File: config.mk
export PLATFORM = sky130hd
export DESIGN_NAME = lsu_sequencer
export DESIGN_NICKNAME = d
export VERILOG_FILES = /design/src/rtl/lsu_sequencer.sv
export SDC_FILE = /design/constraint.sdc
export NUM_CORES = 1
export LEC_CHECK = 0
export CORE_MARGIN = 4
export CORE_UTILIZATION = 40
export DETAILED_ROUTE_END_ITERATION = 7
export HOLD_SLACK_MARGIN = 0.03
export PLACE_DENSITY = 0.78
export SLEW_MARGIN = 20
export SYNTH_ARGS = -nofsm -noshare
export SYNTH_HDL_FRONTEND = slang
export SYNTH_SLANG_ARGS = --single-unit
File: constraint.sdc
create_clock -name clk -period 2 [get_ports clk]
set_input_delay 0.4 -clock clk [delete_from_list [all_inputs] [get_ports clk]]
set_output_delay 0.4 -clock clk [all_outputs]
set_load 0.02 [all_outputs]
File: src/rtl/lsu_sequencer.sv
// Multi-cycle load/store sequencer between EX and a req/ack data-memory port.
// Macro LSU_MISALIGN_SPLIT_EN: split word-crossing accesses into two beats; undefined, they complete with misalign_err.
module lsu_sequencer #(
    parameter int ADDR_W = 32
) (
    input  logic              clk,
    input  logic              rst_n,
    input  logic              ex_valid,
    input  logic              ex_store,
    input  logic [1:0]        ex_whb,
    input  logic              ex_su,
    input  logic [ADDR_W-1:0] ex_addr,
    input  logic [31:0]       ex_wdata,
    output logic              stall,
    output logic              wb_valid,
    output logic [31:0]       wb_rdata,
    output logic              misalign_err,
    output logic              mem_req,
    output logic              mem_we,
    output logic [ADDR_W-1:0] mem_addr,
    output logic [3:0]        mem_be,
    output logic [31:0]       mem_wdata,
    input  logic              mem_ack,
    input  logic [31:0]       mem_rdata
);
    typedef enum logic [1:0] {IDLE, BEAT0, BEAT1, DONE} state_t;

    function automatic logic [3:0] size_mask(input logic [1:0] whb);
        case (whb)
            2'b00:   return 4'b0001;
            2'b01:   return 4'b0011;
            default: return 4'b1111;
        endcase
    endfunction

    function automatic logic [31:0] extend(input logic [31:0] raw, input logic [1:0] whb,
                                           input logic su);
        case (whb)
            2'b00:   return {{24{su & raw[7]}}, raw[7:0]};
            2'b01:   return {{16{su & raw[15]}}, raw[15:0]};
            default: return raw;
        endcase
    endfunction

    state_t             state_q;
    logic               bubble_q;
    logic               req_q, we_q;
    logic [ADDR_W-1:0]  addr_q;
    logic [3:0]         be_q;
    logic [31:0]        wdata_q;
    logic               wbv_q, err_q;
    logic [31:0]        rdata_q;

    logic               store_q, su_q;
    logic [1:0]         whb_q, off_q;

    logic [1:0]         off_d;
    logic               cross_d, accept_d;
    logic [31:0]        raw0_d;

    assign off_d    = ex_addr[1:0];
    assign cross_d  = (ex_whb[1] && off_d != 2'b00) || (ex_whb == 2'b01 && off_d == 2'b11);
    assign accept_d = (state_q == IDLE) && ex_valid && !bubble_q;
    assign raw0_d   = mem_rdata >> {off_q, 3'b000};

`ifdef LSU_MISALIGN_SPLIT_EN
    logic               cross_q, reject_d;
    logic [3:0]         be_hi_q;
    logic [31:0]        wd_hi_q, rd0_q, raw1_d;
    logic [7:0]         be_d;
    logic [63:0]        wd_d;

    assign reject_d = 1'b0;
    // Upper halves of the shifted mask/data are the second beat's lanes.
    assign be_d     = {4'b0000, size_mask(ex_whb)} << off_d;
    assign wd_d     = {32'h0, ex_wdata} << {off_d, 3'b000};
    assign raw1_d   = 32'({mem_rdata, rd0_q} >> {off_q, 3'b000});
`else
    logic               reject_d;
    logic [3:0]         be_d;
    logic [31:0]        wd_d;

    assign reject_d = cross_d;
    assign be_d     = size_mask(ex_whb) << off_d;
    assign wd_d     = ex_wdata << {off_d, 3'b000};
`endif

    always_ff @(posedge clk) begin
        if (accept_d) begin
            store_q <= ex_store;
            whb_q   <= ex_whb;
            su_q    <= ex_su;
            off_q   <= off_d;
`ifdef LSU_MISALIGN_SPLIT_EN
            be_hi_q <= be_d[7:4];
            wd_hi_q <= wd_d[63:32];
`endif
        end
`ifdef LSU_MISALIGN_SPLIT_EN
        if (state_q == BEAT0 && mem_ack) begin
            rd0_q <= mem_rdata;
        end
`endif
    end

    always_ff @(posedge clk or negedge rst_n) begin
        if (!rst_n) begin
            state_q  <= IDLE;
            bubble_q <= 1'b0;
            req_q    <= 1'b0;
            we_q     <= 1'b0;
            addr_q   <= '0;
            be_q     <= '0;
            wdata_q  <= '0;
            wbv_q    <= 1'b0;
            err_q    <= 1'b0;
            rdata_q  <= '0;
`ifdef LSU_MISALIGN_SPLIT_EN
            cross_q  <= 1'b0;
`endif
        end else begin
            case (state_q)
                IDLE: begin
                    bubble_q <= 1'b0;
                    if (accept_d) begin
`ifdef LSU_MISALIGN_SPLIT_EN
                        cross_q <= cross_d;
`endif
                        if (reject_d) begin
                            state_q <= DONE;
                            wbv_q   <= 1'b1;
                            err_q   <= 1'b1;
                            rdata_q <= '0;
                        end else begin
                            state_q <= BEAT0;
                            req_q   <= 1'b1;
                            we_q    <= ex_store;
                            addr_q  <= {ex_addr[ADDR_W-1:2], 2'b00};
                            be_q    <= be_d[3:0];
                            wdata_q <= wd_d[31:0];
                        end
                    end
                end
                BEAT0: begin
                    if (mem_ack) begin
`ifdef LSU_MISALIGN_SPLIT_EN
                        if (cross_q) begin
                            state_q <= BEAT1;
                            addr_q  <= addr_q + ADDR_W'(4);
                            be_q    <= be_hi_q;
                            wdata_q <= wd_hi_q;
                        end else
`endif
                        begin
                            state_q <= DONE;
                            req_q   <= 1'b0;
                            we_q    <= 1'b0;
                            addr_q  <= '0;
                            be_q    <= '0;
                            wdata_q <= '0;
                            wbv_q   <= 1'b1;
                            rdata_q <= store_q ? 32'h0 : extend(raw0_d, whb_q, su_q);
                        end
                    end
                end
`ifdef LSU_MISALIGN_SPLIT_EN
                BEAT1: begin
                    if (mem_ack) begin
                        state_q <= DONE;
                        req_q   <= 1'b0;
                        we_q    <= 1'b0;
                        addr_q  <= '0;
                        be_q    <= '0;
                        wdata_q <= '0;
                        wbv_q   <= 1'b1;
                        rdata_q <= store_q ? 32'h0 : extend(raw1_d, whb_q, su_q);
                    end
                end
`endif
                // Bubble keeps the just-retired instruction from being re-accepted.
                DONE: begin
                    state_q  <= IDLE;
                    bubble_q <= 1'b1;
                    wbv_q    <= 1'b0;
                    err_q    <= 1'b0;
                    rdata_q  <= '0;
                end
                default: state_q <= IDLE;
            endcase
        end
    end

    assign stall        = (state_q == IDLE && ex_valid) || state_q == BEAT0 || state_q == BEAT1;
    assign wb_valid     = wbv_q;
    assign wb_rdata     = rdata_q;
    assign misalign_err = err_q;
    assign mem_req      = req_q;
    assign mem_we       = we_q;
    assign mem_addr     = addr_q;
    assign mem_be       = be_q;
    assign mem_wdata    = wdata_q;

endmodule
==> flow_results.org, run 1 <==
** Setup path
- Cell type group with the largest total delay on the critical path :: compound AO/OA/AOI/OAI gates
- Worst R2R Start :: whb_q[0]$_DFFE_PP_
- Cell count of the worst reg-to-reg path :: 4
- Required time of the worst setup path :: 2.21 ns
- Crit Path Category :: reg2reg
- Reg2Reg Capture Point :: wb_rdata[27]$_DFFE_PN0P_
- Cells along the critical path :: mux2i_1 -> o21ai_0 -> a2111oi_4 -> o31ai_1
- Setup slack on the worst reg-to-reg path comes out at 0.06 ns.
- Together, buffers and inverters on the worst path number 0.
- For this run, the slowest stage of the critical path takes 0.74 ns.
- Crit. End Element :: flop
- Among all stages on the critical path, the largest delay is contributed by sky130_fd_sc_hd__a2111oi_4.
- Tracing the worst setup path back leads to its startpoint at whb_q[0]$_DFFE_PP_.
- Kind of start point of the critical path :: flop
- At the worst endpoint, the arrival time is 2.15 ns.
- Critical path endpoint :: wb_rdata[27]$_DFFE_PN0P_
- The critical path runs through a total of 4 cells.
- Worst-path maximum fanout :: 8

** Synth
- Post-synth top flop :: sky130_fd_sc_hd__dfrtp_1
- The Yosys step of the flow raised 0 warnings.
- Avg Synthesized Cell Area :: 11.7 um^2
- The synthesized netlist occupies a cell area of 0.00527 mm^2.
- In the synthesized netlist, the number of instances is 451.
- Number of enable flip-flop cells after synthesis :: 6
- Synth unique cells :: 44
- Post-synthesis async set-or-reset flop share :: 94.6%
- After synthesis the netlist holds a flip-flop and latch count of 111.
- After synthesis, flip-flops and latches occupy 53.3% of the total area.

** Clocking
- Level count of the clock H-tree :: 3
- Clk_lat worst skew :: 0.35 ns
- Hold buffer count at cts :: 0
- TritonCTS built the clock tree.
- Clock tree synthesis found a total of 111 sinks.
- After clock tree synthesis, the clock-pin slew on the worst setup and hold paths is 0.08 ns.
- CTS placed an instance of sky130_fd_sc_hd__clkbuf_16 at the clock tree root.
- Clock buffers created by TritonCTS :: 9
- Clock Tree Buf Depth :: 2

** Global routing
- The first global-routing pass estimated 25600 um of wire.
- Entering global routing, the biggest net connects 106 pins.
- In the global route stage, overall resource usage came out at 21.8%.
- The number of antenna violations at the first check in global routing is 0.
- The number of global-route vias before repair is 4873.
- The total overflow left after global routing is 0.

** Placement
- After detailed placement, the total cell area comes to 0.00766 mm^2.
- Including well taps, the total number of placed cells is 817.
- Dpl hpwl :: 12200 um
- Final Wtd Congestion :: 0.899
- IO Port Bufs :: 206

** Flow run
- Max-cap violations in this run came to 0.

** Floorplanning
- The initial utilization of the core area, before any placement, comes to 41.3%.
- I/O pins :: 209
- In this run the horizontal extent of the chip is 123 um.
- The die covers 0.0151 mm^2.
- The floorplan has 41 rows.
- Die height :: 123 um
- The core region is 0.0128 mm^2.

** Power
- Across the VDD grid, the largest voltage drop is 1000 uV.
- The analysis attributes to cell leakage a power of 3.52 nW.
- The design draws 11.6 mW.
- Power spread over the standard cell area amounts to 1420 mW/mm^2.

** Drt
- For this block, the initial DRC count from the detailed router was 367.
- WL final :: 17100 um
- For this run, design rule violations remaining after detail routing come to 0.
- Across all layers, the routed design uses 4671 vias.
- The detail route stage leaves a number of antenna-violating nets equal to 0.
- Drt via density :: 5.57
- DRT Pass-1 Iters :: 4
- Post-DR wirelength/cell :: 20.4 um

** Layout
- After routing the design area is 0.00817 mm^2.
- Leaving out fill and tap cells, the most frequent cell in the layout is sky130_fd_sc_hd__clkdlybuf4s50_1.
- The post-route netlist has 12.3% of its cells at a drive strength greater than 1.
- Area Overhead vs Synth :: 55.0%
- Count of placed standard cells in the final layout, fillers left out :: 839
- Most used cells in the layout excluding fill and tap cells :: sky130_fd_sc_hd__clkdlybuf4s50_1, sky130_fd_sc_hd__dfrtp_1, sky130_fd_sc_hd__a22o_1
- Nets :: 770
- Filler cell count :: 1007
- Antenna diode count :: 0

** Timing
- The count of final max-slew check failures was 0.
- Period Utilization, post-route :: 97.0%
- Transition time at the pin with the least slew margin :: 0.683 ns
- Final setup violation count :: 0
- Hold Violations, Final :: 0
- On the final layout, the worst clock skew is 0.00529 ns.
- Final critical delay including setup and external delays :: 1.94 ns
- In this run the tightest slew margin relative to its limit is 54.5%.
- Max Fclk :: 515 MHz

** Min path
- The min-delay analysis places its worst path in the category in2async.

** Outcome
- Result of the run :: complete, no violations
-- Yosys cell counts, types with 3 or more instances --
cell type / number / area, um^2
sky130_fd_sc_hd__o2bb2ai_1: 32 / 280
sky130_fd_sc_hd__ha_1: 4 / 50.1
sky130_fd_sc_hd__buf_2: 9 / 45.0
sky130_fd_sc_hd__a21o_1: 3 / 22.5
sky130_fd_sc_hd__a211o_1: 10 / 87.6
sky130_fd_sc_hd__nand2_1: 26 / 97.6
sky130_fd_sc_hd__clkbuf_1: 25 / 93.8
sky130_fd_sc_hd__mux2i_1: 34 / 340
sky130_fd_sc_hd__nand2b_1: 3 / 18.8
sky130_fd_sc_hd__a22o_1: 50 / 438
sky130_fd_sc_hd__o31ai_1: 8 / 60.1
sky130_fd_sc_hd__buf_1: 5 / 18.8
sky130_fd_sc_hd__inv_1: 4 / 15.0
sky130_fd_sc_hd__a21oi_1: 12 / 60.1
sky130_fd_sc_hd__nor3_1: 4 / 20.0
sky130_fd_sc_hd__a21boi_0: 8 / 60.1
sky130_fd_sc_hd__nor2_1: 3 / 11.3
sky130_fd_sc_hd__nor2b_1: 12 / 75.1
sky130_fd_sc_hd__edfxtp_1: 6 / 180
sky130_fd_sc_hd__dfrtp_1: 105 / 2630
sky130_fd_sc_hd__mux2_2: 8 / 90.1
sky130_fd_sc_hd__a32o_1: 16 / 160
sky130_fd_sc_hd__o21ai_0: 36 / 180
-- through the flow --
step / utilization [%] / hold slack, ns / setup TNS (ns) / setup WS [ns]
2_1_floorplan: - / 0.104 / 0 / 0.00196
3_3_place_gp: 60.0 / 0.464 / -17.65 / -0.225
3_5_place_dp: 60.0 / 0.469 / -20.96 / -0.401
4_1_cts: 63.0 / 0.132 / -0.0110 / -0.00596
5_1_grt: 64.0 / 0.159 / -0.0733 / -0.0138
6_report: 64.0 / 0.116 / 0 / 0.0592
-- layout make-up --
cell class | instances | area (um^2) | share of cell area, %
Multi-Input combinational cell | 292 | 2350 | 28.7
Inverter | 4 | 15.0 | 0.184
Timing Repair Buffer | 244 | 2440 | 29.9
Tap cell | 172 | 215 | 2.63
Clock inverter | 6 | 98.8 | 1.21
Clock buffer | 10 | 250 | 3.06
Sequential cell | 111 | 2810 | 34.4
-- sequential cells by signal, summed over array words and instances, names as in the netlist, 2 cells and up --
| name | count |
|---|---|
| mem_addr | 30 |
| mem_be | 4 |
| mem_wdata | 32 |
| off_q | 2 |
| state_q | 2 |
| wb_rdata | 32 |
| whb_q | 2 |
-- worst register-to-register path, delay by kind of cell, from the launching register on --
| family | cells | cell delay [ns] |
|---|---|---|
| flip-flops | 1 | 0.51 |
| multiplexers | 1 | 0.21 |
| AO/OA/AOI/OAI | 3 | 1.08 |
-- how the worst min path moves through the flow --
stage / from / endpoint / slack [ns] / cells past startpoint
finish: rst_n / wb_rdata[25]$_DFFE_PN0P_ / 0.12 / 2
global route: rst_n / wb_rdata[24]$_DFFE_PN0P_ / 0.16 / 2
CTS: rst_n / wb_rdata[31]$_DFFE_PN0P_ / 0.13 / 2
detailed placement: mem_req$_DFFE_PN0P_ / mem_req$_DFFE_PN0P_ / 0.47 / 1
global placement: mem_req$_DFFE_PN0P_ / mem_req$_DFFE_PN0P_ / 0.46 / 1
floorplan: rst_n / bubble_q$_DFFE_PN0N_ / 0.10 / 0
-- per-layer routing --
layer | up-vias | GRT usage, % | wire length, um
met1 | 2309 | 26.9 | 6970
li1 | 2133 | - | -
met3 | 20 | 7.14 | 1450
met2 | 209 | 36.6 | 8450
met5 | - | 0 | 0
met4 | 0 | 6.02 | 248
-- where the power goes --
part / leakage (nW) / total (mW) / internal [mW] / switching [mW]
Sequential: 1.47 / 3.73 / 3.14 / 0.595
Clock: 0.168 / 2.06 / 1.19 / 0.869
Combinational: 1.88 / 5.82 / 2.85 / 2.97
Total: 3.52 / 11.6 / 7.18 / 4.44
-- cells by family (layout without fill, tap and decap cells) --
group / count (synthesis) / count (layout) / share of synthesized area [%]
AOI/OAI and AO/OA: 182 / 182 / 26.8
DFF: 111 / 111 / 53.3
and+or+nand+nor: 61 / 61 / 6.12
buffers and inverters: 49 / 264 / 4.18
muxes: 43 / 43 / 8.59
adders and majority gates: 4 / 4 / 0.949
other: 1 / 2 / 0.0711
-- repair_timing --
item | in CTS | in global routing
setup buffers | 1 | 3
pin swaps | 0 | 3
gates cloned | 0 | 2
resized for setup | 10 | 13
endpoints found under the setup margin | 76 | 88
Note: power is estimated with default switching activity, not from simulation.
==> inputs of run 2 (changes only) <==
Settings changed: CORE_MARGIN 4 to 2.
==> run 2 against run 1 <==
Against the previous run:
- worst hold slack worse by 0.0075 ns
- wire length down 3.9%
- count of clock-buffer cells in the layout increased by 1
- sequential power hardly changed
- clock power fell by 9.7%
- cell count unchanged
- critical path type unchanged
- critical endpoint is now wb_rdata[31]$_DFFE_PN0P_
==> flow_results.org, run 2 (same netlist as run 1, synthesis figures left out) <==
** Placement
- Post-Place Worst Slack :: -0.309 ns
- Once detailed placement completed, the half-perimeter wirelength came to 11700 um.
- Routability-driven placement finished with a final weighted congestion of 0.883.
- After detailed placement, the design holds a cell count of 822.
- IO Port Bufs :: 206

** Layout
- Leading cell type in the layout, fill and taps excluded :: sky130_fd_sc_hd__clkdlybuf4s50_1
- Share of the core filled with cells :: 63.7%
- In the layout the commonest cells are sky130_fd_sc_hd__clkdlybuf4s50_1, sky130_fd_sc_hd__dfrtp_1, sky130_fd_sc_hd__a22o_1.
- In the final layout, the share of cells above drive strength 1 is 12.6%.
- Area Overhead vs Synth :: 53.7%
- Count of placed standard cells in the final layout, fillers left out :: 839
- The net count of the finished layout is 770.
- The number of antenna diodes in the final layout is 0.

** Clocking
- TritonCTS built the clock tree.
- Clock tree synthesis found a total of 111 sinks.
- Clock buffers created by TritonCTS :: 9
- Cell chosen for the clock root :: sky130_fd_sc_hd__clkbuf_16
- Clock slew at reported path FFs :: 0.07 ns
- The clock tree synthesis step divided the H-tree into 3 levels.
- Clk_lat worst skew :: 0.35 ns
- After clock tree synthesis, the flow added hold-fix buffers numbering 0.
- Clock Tree Buf Depth :: 2

** Global routing
- Entering global routing, the biggest net connects 106 pins.
- After global routing the overflow that remains totals 0.
- For this run, the total global-route usage over all layers was measured as 22.9%.
- Number of global-route vias before repair :: 4741
- The first global-routing pass estimated 25600 um of wire.
- Antenna violations before repair :: 0

** Timing
- Based on the critical path, the design can be clocked at up to 515 MHz.
- The worst path in the final design needs a cycle of 1.94 ns, including I/O delays and setup.
- Across all setup checks in the final design, the least slack found is 0.0595 ns.
- The number of hold-slack violations in the final timing report is 0.
- Setup violations remaining at the end of the flow were counted as 0.
- Transition time at the pin with the least slew margin :: 0.664 ns
- Clock skew after layout :: 0.00630 ns
- The worst pin sits at a relative slew slack of 55.7%.
- Count of pins over their slew limit :: 0
- In the finished design, the share of the clock period the worst path needs comes to 97.0%.

** Min path
- Type of the tightest min-delay check :: in2async

** Drt
- Drt first-iter violations :: 409
- After detailed routing, the number of vias per cell comes to 5.65.
- The final route contains 4737 vias.
- Total DRC errors in the routed layout :: 0
- WL final :: 16400 um
- The first detailed-routing pass took 5 iterations.
- In the final routed layout, each cell accounts on average for 19.6 um.
- Antenna Nets Post-Route :: 0

** Floorplanning
- The initial utilization of the core area, before any placement, comes to 41.4%.
- Core area :: 0.0127 mm^2
- The die covers 0.0141 mm^2.
- Die X-Extent :: 119 um
- Die height :: 119 um
- After floorplanning, the core was divided into 41 placement rows.
- I/O pins :: 209

** Outcome
- The flow ran to the end, and the final reports show no timing, DRC or antenna violations.

** Setup path
- Arrival @ worst endpoint :: 2.18 ns
- Crit. End Element :: flop
- Required time of the worst setup path :: 2.24 ns
- Worst-path maximum fanout :: 23
- Kind of start point of the critical path :: flop
- Setup slack on the worst reg-to-reg path comes out at 0.06 ns.
- Crit Path Category :: reg2reg

** Power
- Leakage component of the power :: 3.50 nW
- For this design the ratio of total power to cell area is 1400 mW/mm^2.
- Worst IR Drop VDD :: 1020 uV

** Flow run
- Across the run, the number of max-cap violations was 0.
==> run 2: area by class of cell <==
| class | instances | area (um^2) |
|---|---|---|
| Inverter | 4 | 15.0 |
| Multi-Input combinational cell | 292 | 2350 |
| Tap cell | 172 | 215 |
| Sequential cell | 111 | 2810 |
| Clock buffer | 11 | 253 |
| Fill cell | 1046 | 4620 |
| Clock inverter | 5 | 56.3 |
| Timing Repair Buffer | 244 | 2410 |
==> run 2: metrics by stage <==
stage	instance area, um^2	power (mW)	hold slack, ns	TNS (ns)
floorplan	5280	6.57	0.104	0
global placement	7700	9.30	0.460	-19.01
detailed placement	7700	9.43	0.466	-24.26
CTS	8010	11.3	0.143	0
global route	8110	12.0	0.161	-0.00202
finish	8110	11.4	0.109	0
==> run 2: per-layer routing <==
metal,track usage (%),vias up,wire (um)
met4,8.18,0,390
li1,-,2136,-
met2,37.1,243,7970
met1,29.5,2329,6670
met3,6.03,29,1420
met5,0,-,0
==> run 2: critical path: stages (launching register included) <==
cell                      delay [ns]
sky130_fd_sc_hd__dfrtp_1        0.38
sky130_fd_sc_hd__buf_4          0.15
sky130_fd_sc_hd__ha_1           0.20
sky130_fd_sc_hd__a211o_1        0.32
sky130_fd_sc_hd__or3_4          0.39
sky130_fd_sc_hd__buf_12         0.17
sky130_fd_sc_hd__o31ai_1        0.22
==> run 2: worst paths after layout <==
kind,to,from,cells past startpoint
setup / recovery,wb_rdata[31]$_DFFE_PN0P_,state_q[1]$_DFFE_PN0P_,6
hold / removal,wb_rdata[5]$_DFFE_PN0P_,rst_n,2
setup reg to reg,wb_rdata[31]$_DFFE_PN0P_,state_q[1]$_DFFE_PN0P_,6
hold reg to reg,mem_req$_DFFE_PN0P_,mem_req$_DFFE_PN0P_,1
max in group asynchronous,wb_rdata[1]$_DFFE_PN0P_,rst_n,2
min in group clk,mem_req$_DFFE_PN0P_,mem_req$_DFFE_PN0P_,1
==> run 2: power breakdown <==
part | leakage [nW] | switching [mW] | total [mW] | internal, mW
sequential | 1.47 | 0.572 | 3.71 | 3.14
combinational | 1.87 | 2.94 | 5.81 | 2.87
clock | 0.152 | 0.818 | 1.86 | 1.04
total | 3.50 | 4.33 | 11.4 | 7.05
==> run 2: repair_timing <==
action,4_1_cts,5_1_grt
pin swaps,0,2
buffers inserted,0,1
gates resized for setup,5,15
setup endpoints to repair,9,72
